--- src/rtl/ripple_count_monitor_pkg.sv ---
// Shared types and helpers for the ripple-count monitor slice.
package ripple_mon_pkg;

    localparam int unsigned COUNT_W = 3;

    typedef enum logic [1:0] {
        ACQUIRE,
        TRACK,
        ERROR
    } mon_state_t;

    function automatic logic [COUNT_W-1:0] diff_mod8(input logic [COUNT_W-1:0] a,
                                                     input logic [COUNT_W-1:0] b);
        return a - b;
    endfunction

endpackage

--- src/rtl/ripple_sync_filter.sv ---
// Two-flop synchronizer plus stability counter; flags a candidate once it has held long enough.
module ripple_sync_filter
    import ripple_mon_pkg::*;
#(
    parameter int unsigned STABLE_CYCLES = 2
) (
    input  logic               clk,
    input  logic               rst,
    input  logic [COUNT_W-1:0] async_in,
    output logic               accept,
    output logic [COUNT_W-1:0] cand
);

    logic [COUNT_W-1:0] s1;
    logic [COUNT_W-1:0] s2;
    logic [3:0]         stab_cnt;
    logic [1:0]         primed;

    // primed keeps the reset value of s2 from counting as a stable sample
    always_ff @(posedge clk or posedge rst) begin
        if (rst) begin
            s1       <= '0;
            s2       <= '0;
            stab_cnt <= '0;
            primed   <= '0;
        end else begin
            s1     <= async_in;
            s2     <= s1;
            primed <= {primed[0], 1'b1};
            if (!primed[1] || (s1 != s2)) begin
                stab_cnt <= '0;
            end else if (stab_cnt != '1) begin
                stab_cnt <= stab_cnt + 4'd1;
            end
        end
    end

    assign cand   = s2;
    assign accept = primed[1] && (stab_cnt == 4'(STABLE_CYCLES - 1));

endmodule

--- src/rtl/ripple_count_monitor.sv ---
// Filters the asynchronous ripple count and emits clean step/wrap/match events in the clk domain.
module ripple_count_monitor
    import ripple_mon_pkg::*;
#(
    parameter int unsigned STABLE_CYCLES = 2,
    parameter int unsigned WRAP_W        = 8
) (
    input  logic               clk,
    input  logic               rst,
    input  logic [COUNT_W-1:0] ripple_count,
    input  logic               clr,
    input  logic [COUNT_W-1:0] match_val,
    output logic               count_valid,
    output logic [COUNT_W-1:0] count_sync,
    output logic               step_pulse,
    output logic               wrap_pulse,
    output logic               match_pulse,
    output logic [WRAP_W-1:0]  wrap_cnt,
    output logic               err
);

    logic               accept;
    logic [COUNT_W-1:0] cand;
    logic               take;
    logic [COUNT_W-1:0] diff;
    mon_state_t         state;

    ripple_sync_filter #(
        .STABLE_CYCLES(STABLE_CYCLES)
    ) u_filter (
        .clk     (clk),
        .rst     (rst),
        .async_in(ripple_count),
        .accept  (accept),
        .cand    (cand)
    );

    always_comb begin
        take = accept && ((state == ACQUIRE) || (cand != count_sync));
        diff = diff_mod8(cand, count_sync);
    end

    always_ff @(posedge clk or posedge rst) begin
        if (rst) begin
            state       <= ACQUIRE;
            count_valid <= 1'b0;
            count_sync  <= '0;
            step_pulse  <= 1'b0;
            wrap_pulse  <= 1'b0;
            match_pulse <= 1'b0;
            wrap_cnt    <= '0;
            err         <= 1'b0;
        end else begin
            step_pulse  <= 1'b0;
            wrap_pulse  <= 1'b0;
            match_pulse <= 1'b0;
            case (state)
                ACQUIRE: begin
                    if (take) begin
                        count_sync  <= cand;
                        count_valid <= 1'b1;
                        state       <= TRACK;
                    end
                    if (clr) begin
                        err      <= 1'b0;
                        wrap_cnt <= '0;
                    end
                end
                TRACK: begin
                    if (take) begin
                        count_sync <= cand;
                        if (diff == 3'd1) begin
                            step_pulse  <= 1'b1;
                            match_pulse <= (cand == match_val);
                            if (count_sync == '1) begin
                                wrap_pulse <= 1'b1;
                                if (wrap_cnt != '1) wrap_cnt <= wrap_cnt + WRAP_W'(1);
                            end
                        end else begin
                            err   <= 1'b1;
                            state <= ERROR;
                        end
                    end
                    // clear wins over a same-cycle wrap increment
                    if (clr) wrap_cnt <= '0;
                end
                ERROR: begin
                    if (take) count_sync <= cand;
                    if (clr) begin
                        err         <= 1'b0;
                        wrap_cnt    <= '0;
                        count_valid <= 1'b0;
                        state       <= ACQUIRE;
                    end
                end
                default: state <= ACQUIRE;
            endcase
        end
    end

endmodule

--- config.mk ---
export PLATFORM = sky130hd
export DESIGN_NAME = ripple_count_monitor
export DESIGN_NICKNAME = d
export VERILOG_FILES = /design/src/rtl/ripple_count_monitor_pkg.sv /design/src/rtl/ripple_sync_filter.sv /design/src/rtl/ripple_count_monitor.sv
export SDC_FILE = /design/constraint.sdc
export NUM_CORES = 1
export LEC_CHECK = 0
export ABC_CLOCK_PERIOD_IN_PS = 3900
export BUFFER_PORTS_ARGS = -buffer_cell sky130_fd_sc_hd__buf_2
export CORE_MARGIN = 1
export CORE_UTILIZATION = 50
export DETAILED_ROUTE_END_ITERATION = 8
export PLACE_DENSITY = 0.84
export SLEW_MARGIN = 30
export SYNTH_ARGS = -nofsm -noshare
export SYNTH_HDL_FRONTEND = slang
export SYNTH_SLANG_ARGS = --single-unit
--- constraint.sdc ---
create_clock -name clk -period 3.9 [get_ports clk]
set_input_delay 0.195 -clock clk [delete_from_list [all_inputs] [get_ports clk]]
set_output_delay 0.195 -clock clk [all_outputs]
set_load 0.1 [all_outputs]
==> flow_summary.toml, run 1 <==
[synth]
synth_top_cell_area_share_pct = 47.1
ys_types = 44
synth-seq-cells = 30
avgSynthCellArea_um2 = 10.4
async_flop_share_pct = 100
yosysSeqAreaShare_pct = 47.1
yosysTopAreaCell = "dfrtp_1"
synth_edf_count = 0
yosys-top-cells-count = "30 x dfrtp_1, 13 x nand2_1, 10 x inv_1, 10 x nand3_1, 10 x nor2_1"
synthesis.area_um2 = 1600
synth_cells = 154
yosysMostFrequentCell = "dfrtp_1"
synthTopCellsByArea = "dfrtp_1 47%, ha_1 3.9%, a41oi_1 3.3%"
yosys_most_used_dff = "dfrtp_1"
yosysWarnings = 0
synth_nets = 169

[global_route]
grt_max_degree = 31
grt-ovfl-total = 0
grtUsageTotal_pct = 23.0
antenna_found_initial = 0
grt_pass1_wl_um = 5730
grt_pass1_vias = 1339

[pwr]
power_density_nw_per_um2 = 462
power.total_uw = 862
p_switching_uw = 335
swShare_pct = 38.8
p_int_uw = 527
comb_power_share_pct = 30.0
p_seq_share_pct = 43.8
pwr-share-clk_pct = 26.2
ir_drop_mv = 0.402
leakage_nw = 0.866

[clocking]
holdBufCountCts = 4
cts-root-buf = "clkbuf_4"
h-tree-depth = 2
cts_setup_buffers = 0
numCtsBuffers = 5
cts_tree = "built"
cts_resized = 0
cts.sinks = 30
worstSkewPairLatency_ns = 0.33
clockBufferDepth = 2
path_clk_slew_ns = 0.09

[hold_path]
hold_path_class = "primary input to register"

[setup_path]
start_kind = "register"
worstSetupPathType = "register to register"
path_cells = "inv_1 > ha_1 > fa_1 > nand2b_1 > nor4_4 > a41oi_1 > o21bai_1"
path_buf_inv = 1
cp_slowest_cell = "fa_1"
cp_top_family = "adder cells"
endpoint_kind = "register"
slowest_delay_ns = 0.50
cp.arrival_ns = 2.45
worst_ep_required_time_ns = 4.13
path_max_fanout = 6

[timing]
hold_violations = 0
fmax_mhz = 449
setup_viol = 0
max_slew.worst_pin.slew_ns = 0.593
rsz0062_at_grt = "false"
fin_worst_skew_ns = 0.00826
finalSetupTns_ns = 0
post-route-period-util_pct = 57.1
drv_slew = 0
slew_headroom_pct = 60.4
period_needed_ns = 2.23

[floorplanning]
die_h_um = 58.5
coreArea_um2 = 3030
rows = 20
ios = 25
die_w_um = 58.5
die-area_um2 = 3420
start_util_pct = 52.7

[finish]
nets = 200
layout-drive-gt1-share_pct = 21.5
diodes = 0
area_delta_synth_final_pct = 17.0
fill_cells = 265

[run_status]
status = "finished, final reports clean"

[route]
drt_iter0_drc = 115
wire_per_inst_um = 14.4
num_vias = 1357
vias_per_cell = 5.90
dr.pass1.iters = 4
drt_wl_total_um = 3320
drc = 0
postRouteAntennaNets = 0

[place]
port_buffers = 24
place_hpwl_um = 2510
globalplace.congestion = 0.811

[job]
drv_cap = 0
[cell usage in the layout (no fill, tap or decap), drive strengths merged, types with 3 or more instances in the layout]
cell type / instances
xnor2: 5
nor3: 5
nor4: 3
nand4: 3
nor2: 11
ha: 5
a31oi: 3
inv: 10
and3: 3
and2: 3
xor2: 3
dlygate4sd3: 4
nand3: 10
a41oi: 6
o21ai: 4
buf: 24
nand2: 13
dfrtp: 30
clkbuf: 8
[kinds of logic after synthesis]
| family | share of synthesized area (%) |
|---|---|
| AOI/OAI and AO/OA | 15.1 |
| adders and majority gates | 5.18 |
| muxes | 2.04 |
| and+or+nand+nor | 20.7 |
| DFF | 47.1 |
| xor gates and xnor gates | 5.96 |
| other | 0.235 |
| buffers and inverters | 3.76 |
[flip-flops by register name (all words and copies together), names as in the netlist]
register / count
err: 1
u_filter.cand: 3
u_filter.s1: 3
match_pulse: 1
u_filter.primed: 2
wrap_cnt: 8
count_sync: 3
wrap_pulse: 1
step_pulse: 1
count_valid: 1
state: 2
u_filter.stab_cnt: 4
[per-layer routing]
layer  global-route usage [%]  share of wire, %  vias up  routed length, um
met5                        0                 0        -                  0
met4                     16.0               3.0        0                100
met3                     6.15               5.5       11                181
met2                     39.1                54       54               1790
met1                     25.0                38      660               1250
li1                         -                 -      632                  -
[power groups by stage]
stage	combinational [mW]	sequential [mW]	clock [mW]
finish	0.259	0.377	0.226
global route	0.277	0.384	0.241
CTS	0.260	0.377	0.232
detailed placement	0.257	0.383	0
global placement	0.248	0.381	0
floorplan	0.132	0.458	0
[worst paths after layout]
| check | startpoint | to | slack, ns | cells after the start |
|---|---|---|---|---|
| worst max-delay path | u_filter.cand[0] | wrap_cnt[6] | 1.67 | 7 |
| worst min-delay path | match_val[2] | match_pulse | 0.17 | 3 |
| worst max register to register | u_filter.cand[0] | wrap_cnt[6] | 1.67 | 7 |
| worst min register to register | u_filter.primed[0] | u_filter.primed[1] | 0.37 | 0 |
| max in group asynchronous | rst | count_sync[1] | 3.04 | 3 |
| min in group asynchronous | rst | u_filter.stab_cnt[2] | 0.47 | 3 |
[metrics by stage]
step / area (um^2) / worst slack [ns] / util [%] / hold slack [ns] / instances
6_report: 1870 / 1.67 / 61.7 / 0.167 / 230
5_1_grt: 1870 / 1.48 / 61.7 / 0.187 / 230
4_1_cts: 1870 / 1.65 / 61.7 / 0.155 / 230
3_5_place_dp: 1750 / 1.66 / 57.7 / 0.302 / 218
3_3_place_gp: 1750 / 1.78 / 57.7 / 0.303 / 218
2_1_floorplan: 1600 / 1.32 / - / 0.226 / 154
[worst min-delay path: stages]
cell    delay, ns
buf_2        0.08
xor2_1       0.14
nor4_1       0.05
[cell type report]
class | count | area [um^2] | share of cell area (%)
multi-input combinational | 110 | 785 | 42.0
sequential | 30 | 751 | 40.2
timing repair buffer | 28 | 160 | 8.58
clock buffer | 8 | 78.8 | 4.22
tap | 44 | 55.1 | 2.95
inverter | 10 | 37.5 | 2.01
No activity file was read; power rests on OpenSTA's default activity.
==> inputs of run 2 (changes only) <==
Settings changed: ABC_AREA set to 1, ABC_CLOCK_PERIOD_IN_PS 3900 to 1800, PLACE_DENSITY 0.84 to 0.86.
Clock period 3.9 ns to 1.8 ns, I/O delays scaled along.
==> flow_summary.toml, run 2 <==
[run_status]
status = "finished, violations left"
violations = "setup timing"

[place]
port_buffers = 24
pre_cts_ws_ns = -0.106
dp_cells = 258
place_hpwl_um = 2240
globalplace.congestion = 0.872

[synth]
synthesis.area_um2 = 1610
yosysWarnings = 0
ys_types = 33
synth_cells = 186
synth_edf_count = 0
async_flop_share_pct = 100
synth_top_cell_area_share_pct = 46.5
avgSynthCellArea_um2 = 8.68
yosys_most_used_dff = "dfrtp_1"
synth-seq-cells = 30
yosysSeqAreaShare_pct = 46.5
yosysTopAreaCell = "dfrtp_1"
yosys-top-cells-count = "41 x nand2_1, 30 x dfrtp_1, 21 x nand3_1"
synthTopCellsByArea = "dfrtp_1 47%, nand2_1 9.5%, nand3_1 6.5%"
yosysMostFrequentCell = "nand2_1"
synth_nets = 201

[setup_path]
path_cells = "ha_4 > fa_1 > inv_1 > nor2_2 > nand3_2 > buf_4 > nand3_2 > nand2_2 > nand3_2 > o31ai_1"
path_max_fanout = 3
start_kind = "register"
endpoint_kind = "register"
cp_slowest_cell = "dfrtp_4"
crit_top_cell = "nand3_2"
worstSetupPathType = "register to register"
worst_ep_required_time_ns = 2.02
slowest_delay_ns = 0.50
cp.arrival_ns = 2.20

[route]
num_vias = 1407
drt_iter0_drc = 86
drc = 0
drt_wl_total_um = 3350
dr.pass1.iters = 4
wire_per_inst_um = 12.2
postRouteAntennaNets = 0
vias_per_cell = 5.14

[pwr]
power_density_nw_per_um2 = 1240
power.total_mw = 2.59
leakage_nw = 0.971
ir_drop_mv = 1.16

[timing]
holdWs_ns = 0.0664
setup_viol = 14
drv_slew = 0
fmax_mhz = 503
rsz0062_at_grt = "true"
final_critical_path_setup_slack_ns = -0.187
period_needed_ns = 1.99
post-route-period-util_pct = 110
hold_violations = 0
fin_worst_skew_ns = 0.0102

[floorplanning]
die_h_um = 58.8
ios = 25
die-area_um2 = 3460
coreArea_um2 = 3050
start_util_pct = 52.9
rows = 20
die_w_um = 58.8

[clocking]
cts-root-buf = "clkbuf_4"
h-tree-depth = 2
worstSkewPairLatency_ns = 0.33
path_clk_slew_ns = 0.10
cts_tree = "built"
clockBufferDepth = 2
numCtsBuffers = 5
cts.sinks = 30

[finish]
most-common-layout-cells = "40 x nand2_1, 25 x dfrtp_1, 24 x buf_2, 16 x inv_1, 14 x nand3_1"
final_common_cell = "nand2_1"
fin_cells = 274
fill_cells = 234
diodes = 0
regMostFlops = "wrap_cnt"
final_util_pct = 68.3
reg_top3 = "wrap_cnt: 8 flops, u_filter.stab_cnt: 4 flops"
layout-drive-gt1-share_pct = 34.8
nets = 244
area_delta_synth_final_pct = 29.1
largest_register_ffs = 8

[global_route]
grt-ovfl-total = 0
antenna_found_initial = 0
grt_max_degree = 31
grt_pass1_wl_um = 5390
grtUsageTotal_pct = 21.2
grt_pass1_vias = 1313

[hold_path]
hold_path_class = "primary input to register"

[job]
drv_cap = 0
## run 2: timing repair
item | CTS | global route
pin swaps | 0 | 5
gates resized for setup | 4 | 9
hold buffers | 5 | 0
endpoints found under the setup margin | 11 | 14
buffers inserted | 1 | 2
endpoints found under the hold margin | 34 | 0
## run 2: metrics by stage
stage | TNS [ns] | area (um^2)
2_1_floorplan | -2.15 | 1650
3_3_place_gp | -0.553 | 1850
3_5_place_dp | -0.979 | 1850
4_1_cts | -1.72 | 2040
5_1_grt | -3.41 | 2080
6_report | -2.08 | 2080
## run 2: path summary, 6_finish.rpt
kind                                     from            endpoint  slack [ns]  cells after the start
max reg2reg                     count_sync[0]            state[1]       -0.19                     10
min in group asynchronous                 rst      u_filter.s1[1]        0.35                      4
min                              match_val[1]         match_pulse        0.07                      4
max in group asynchronous                 rst         wrap_cnt[1]        1.15                      4
min reg2reg                u_filter.primed[0]  u_filter.primed[1]        0.37                      0
max                             count_sync[0]            state[1]       -0.19                     10
## run 2: cells by family (layout without fill, tap and decap cells)
logic type / count (synthesis) / count (layout) / share of synthesized area (%)
compound gates: 16 / 16 / 5.74
xor+xnor: 7 / 7 / 3.80
fa+ha+maj: 6 / 6 / 5.12
buf+inv: 24 / 68 / 6.59
flops: 30 / 30 / 46.5
other cells: 1 / 1 / 0.232
simple gates: 102 / 102 / 32.0
## run 2: where the power goes
group          leakage, nW  switching, mW  internal [mW]
Clock               0.0585          0.245          0.470
Combinational        0.529          0.754          0.264
Sequential           0.384         0.0945          0.762
Total                0.971           1.09           1.50
## run 2: final cells by class
cell class / count / area [um^2] / share of cell area [%]
Multi-Input combinational cell: 132 / 831 / 39.9
Inverter: 21 / 78.8 / 3.78
Sequential cell: 30 / 759 / 36.4
Clock buffer: 6 / 51.3 / 2.46
Timing Repair Buffer: 39 / 249 / 11.9
Clock inverter: 2 / 60.1 / 2.88
Tap cell: 44 / 55.1 / 2.64
## run 2: layer usage
metal / up-vias / wire length (um) / track usage [%]
li1: 690 / - / -
met3: 8 / 158 / 6.15
met4: 0 / 85 / 11.9
met5: - / 0 / 0
met2: 46 / 1690 / 34.9
met1: 663 / 1410 / 24.8
## run 2: critical path: cells and delay by family, from the launching register on
| kind | cells | cell delay (ns) |
|---|---|---|
| AND/OR/NAND/NOR | 5 | 0.43 |
| adder cells (fa/ha/maj) | 2 | 0.65 |
| buffers and inverters | 2 | 0.21 |
| AO/OA/AOI/OAI | 1 | 0.07 |
| flip-flops | 1 | 0.50 |
==> inputs of run 3 (changes only) <==
Settings changed: ABC_AREA 1 to 0, PLACE_DENSITY 0.86 to 0.87.
==> flow_summary.toml, run 3 (same netlist as run 1, synthesis figures left out) <==
[run_status]
status = "finished, violations left"
violations = "setup timing"

[route]
drt_iter0_drc = 143
postRouteAntennaNets = 0
vias_per_cell = 5.86
dr.pass1.iters = 4
num_vias = 1424
drt_wl_total_um = 3950
wire_per_inst_um = 16.3
drc = 0

[finish]
most-common-layout-cells = "25 x dfrtp_1, 24 x buf_2, 12 x nand2_1"
reg_top3 = "wrap_cnt: 8 flops, u_filter.stab_cnt: 4 flops"
fill_cells = 222
regMostFlops = "wrap_cnt"
fin_cells = 243
diodes = 0
nets = 213
final_common_cell = "dfrtp_1"
largest_register_ffs = 8
area_delta_synth_final_pct = 28.6
layout-drive-gt1-share_pct = 34.2

[setup_path]
worst-r2r-setup-slack_ns = -0.36
startpoint = "count_sync[0]"
reg2reg_depth = 6
cp.arrival_ns = 2.39
crit_end = "wrap_cnt[6]"
regToRegEndpoint = "wrap_cnt[6]"
endpoint_kind = "register"
reg2reg_from = "count_sync[0]"
path_max_fanout = 6
worst_ep_required_time_ns = 2.03
worstSetupPathType = "register to register"
start_kind = "register"

[global_route]
grt_max_degree = 31
antenna_found_initial = 0
grt-ovfl-total = 0
grtUsageTotal_pct = 24.4
grt_pass1_wl_um = 6220
grt_pass1_vias = 1390

[pwr]
ir_drop_mv = 0.635
leakage_nw = 0.943
power_density_nw_per_um2 = 1010

[timing]
hold_violations = 0
fmax_mhz = 463
holdWs_ns = 0.0950
setup_viol = 14
fin_worst_skew_ns = 0.00872
period_needed_ns = 2.16
post-route-period-util_pct = 120
final_critical_path_setup_slack_ns = -0.359
rsz0062_at_grt = "true"
drv_slew = 0

[job]
drv_cap = 0

[hold_path]
hold_path_class = "primary input to register"
hp-start = "match_val[1]"

[clocking]
clockBufferDepth = 2
numCtsBuffers = 5
path_clk_slew_ns = 0.10
cts-root-buf = "clkbuf_4"
cts.sinks = 30
h-tree-depth = 2
worstSkewPairLatency_ns = 0.34
cts_tree = "built"

[floorplanning]
ios = 25
start_util_pct = 52.7
die_h_um = 58.5
rows = 20
die_w_um = 58.5
coreArea_um2 = 3030
die-area_um2 = 3420

[place]
place_hpwl_um = 2560
globalplace.congestion = 0.824
port_buffers = 24
dp_cells = 227
-- run 3: cell count changes in the layout (fill, tap and decap cells not counted), moves of 4 or more --
cell,before,now
nand3_1,14,10
nand2_1,40,12
inv_2,5,1
nand3_2,10,0
a21oi_1,7,2
inv_1,16,9
nand2_2,5,0
-- run 3: metal layers --
metal / up-vias / global-route usage, % / part of all wire (%)
met5: - / 0 / 0
met4: 0 / 8.50 / 2.0
met3: 9 / 7.47 / 5.3
met2: 48 / 43.0 / 54
met1: 716 / 28.0 / 39
li1: 651 / - / -
-- run 3: repair_timing --
| action | in CTS | in global routing |
|---|---|---|
| pin swaps | 6 | 6 |
| hold buffers | 4 | 0 |
| buffers inserted | 3 | 1 |
| gates cloned | 0 | 0 |
| resized for setup | 4 | 7 |
| endpoints found under the hold margin | 33 | 0 |
| setup endpoints to repair | 14 | 14 |
-- run 3: critical path: stages, from the launching register on --
cell and delay [ns]:
dfrtp_4 0.50, ha_4 0.16, fa_2 0.32, xor3_2 0.29
nor4_4 0.40, a41oi_1 0.19, o21bai_1 0.19
-- run 3: final cells by class --
type | count | area [um^2] | share of cell area [%]
Clock buffer | 6 | 51.3 | 2.50
Timing Repair Buffer | 41 | 269 | 13.1
Clock inverter | 2 | 12.5 | 0.610
Tap cell | 44 | 55.1 | 2.68
Sequential cell | 30 | 762 | 37.1
Inverter | 10 | 37.5 | 1.83
Multi-Input combinational cell | 110 | 865 | 42.1
-- run 3: worst min-delay path by stage --
stage                                 to  depth (start not counted)
final                        match_pulse                          3
after global routing         match_pulse                          3
after CTS                    match_pulse                          3
after detailed placement             err                          3
after global placement       wrap_cnt[4]                          3
after floorplan           u_filter.s1[0]                          0
-- run 3: power by group --
part | internal [mW] | leakage [nW] | total (mW) | switching [mW]
logic | 0.301 | 0.528 | 0.842 | 0.540
clock network | 0.187 | 0.0343 | 0.436 | 0.248
registers | 0.736 | 0.381 | 0.786 | 0.0506
total | 1.22 | 0.943 | 2.06 | 0.839
-- run 3: through the flow --
stage	util [%]	area (um^2)	total power [mW]	setup slack, ns	setup TNS (ns)
final	67.8	2050	2.06	-0.359	-3.39
after global routing	67.8	2050	2.15	-0.416	-4.15
after CTS	66.3	2010	2.04	-0.366	-3.12
after detailed placement	61.4	1860	1.51	-0.352	-3.42
after global placement	61.4	1860	1.49	-0.321	-2.96
after floorplan	-	1640	1.35	-0.468	-4.84
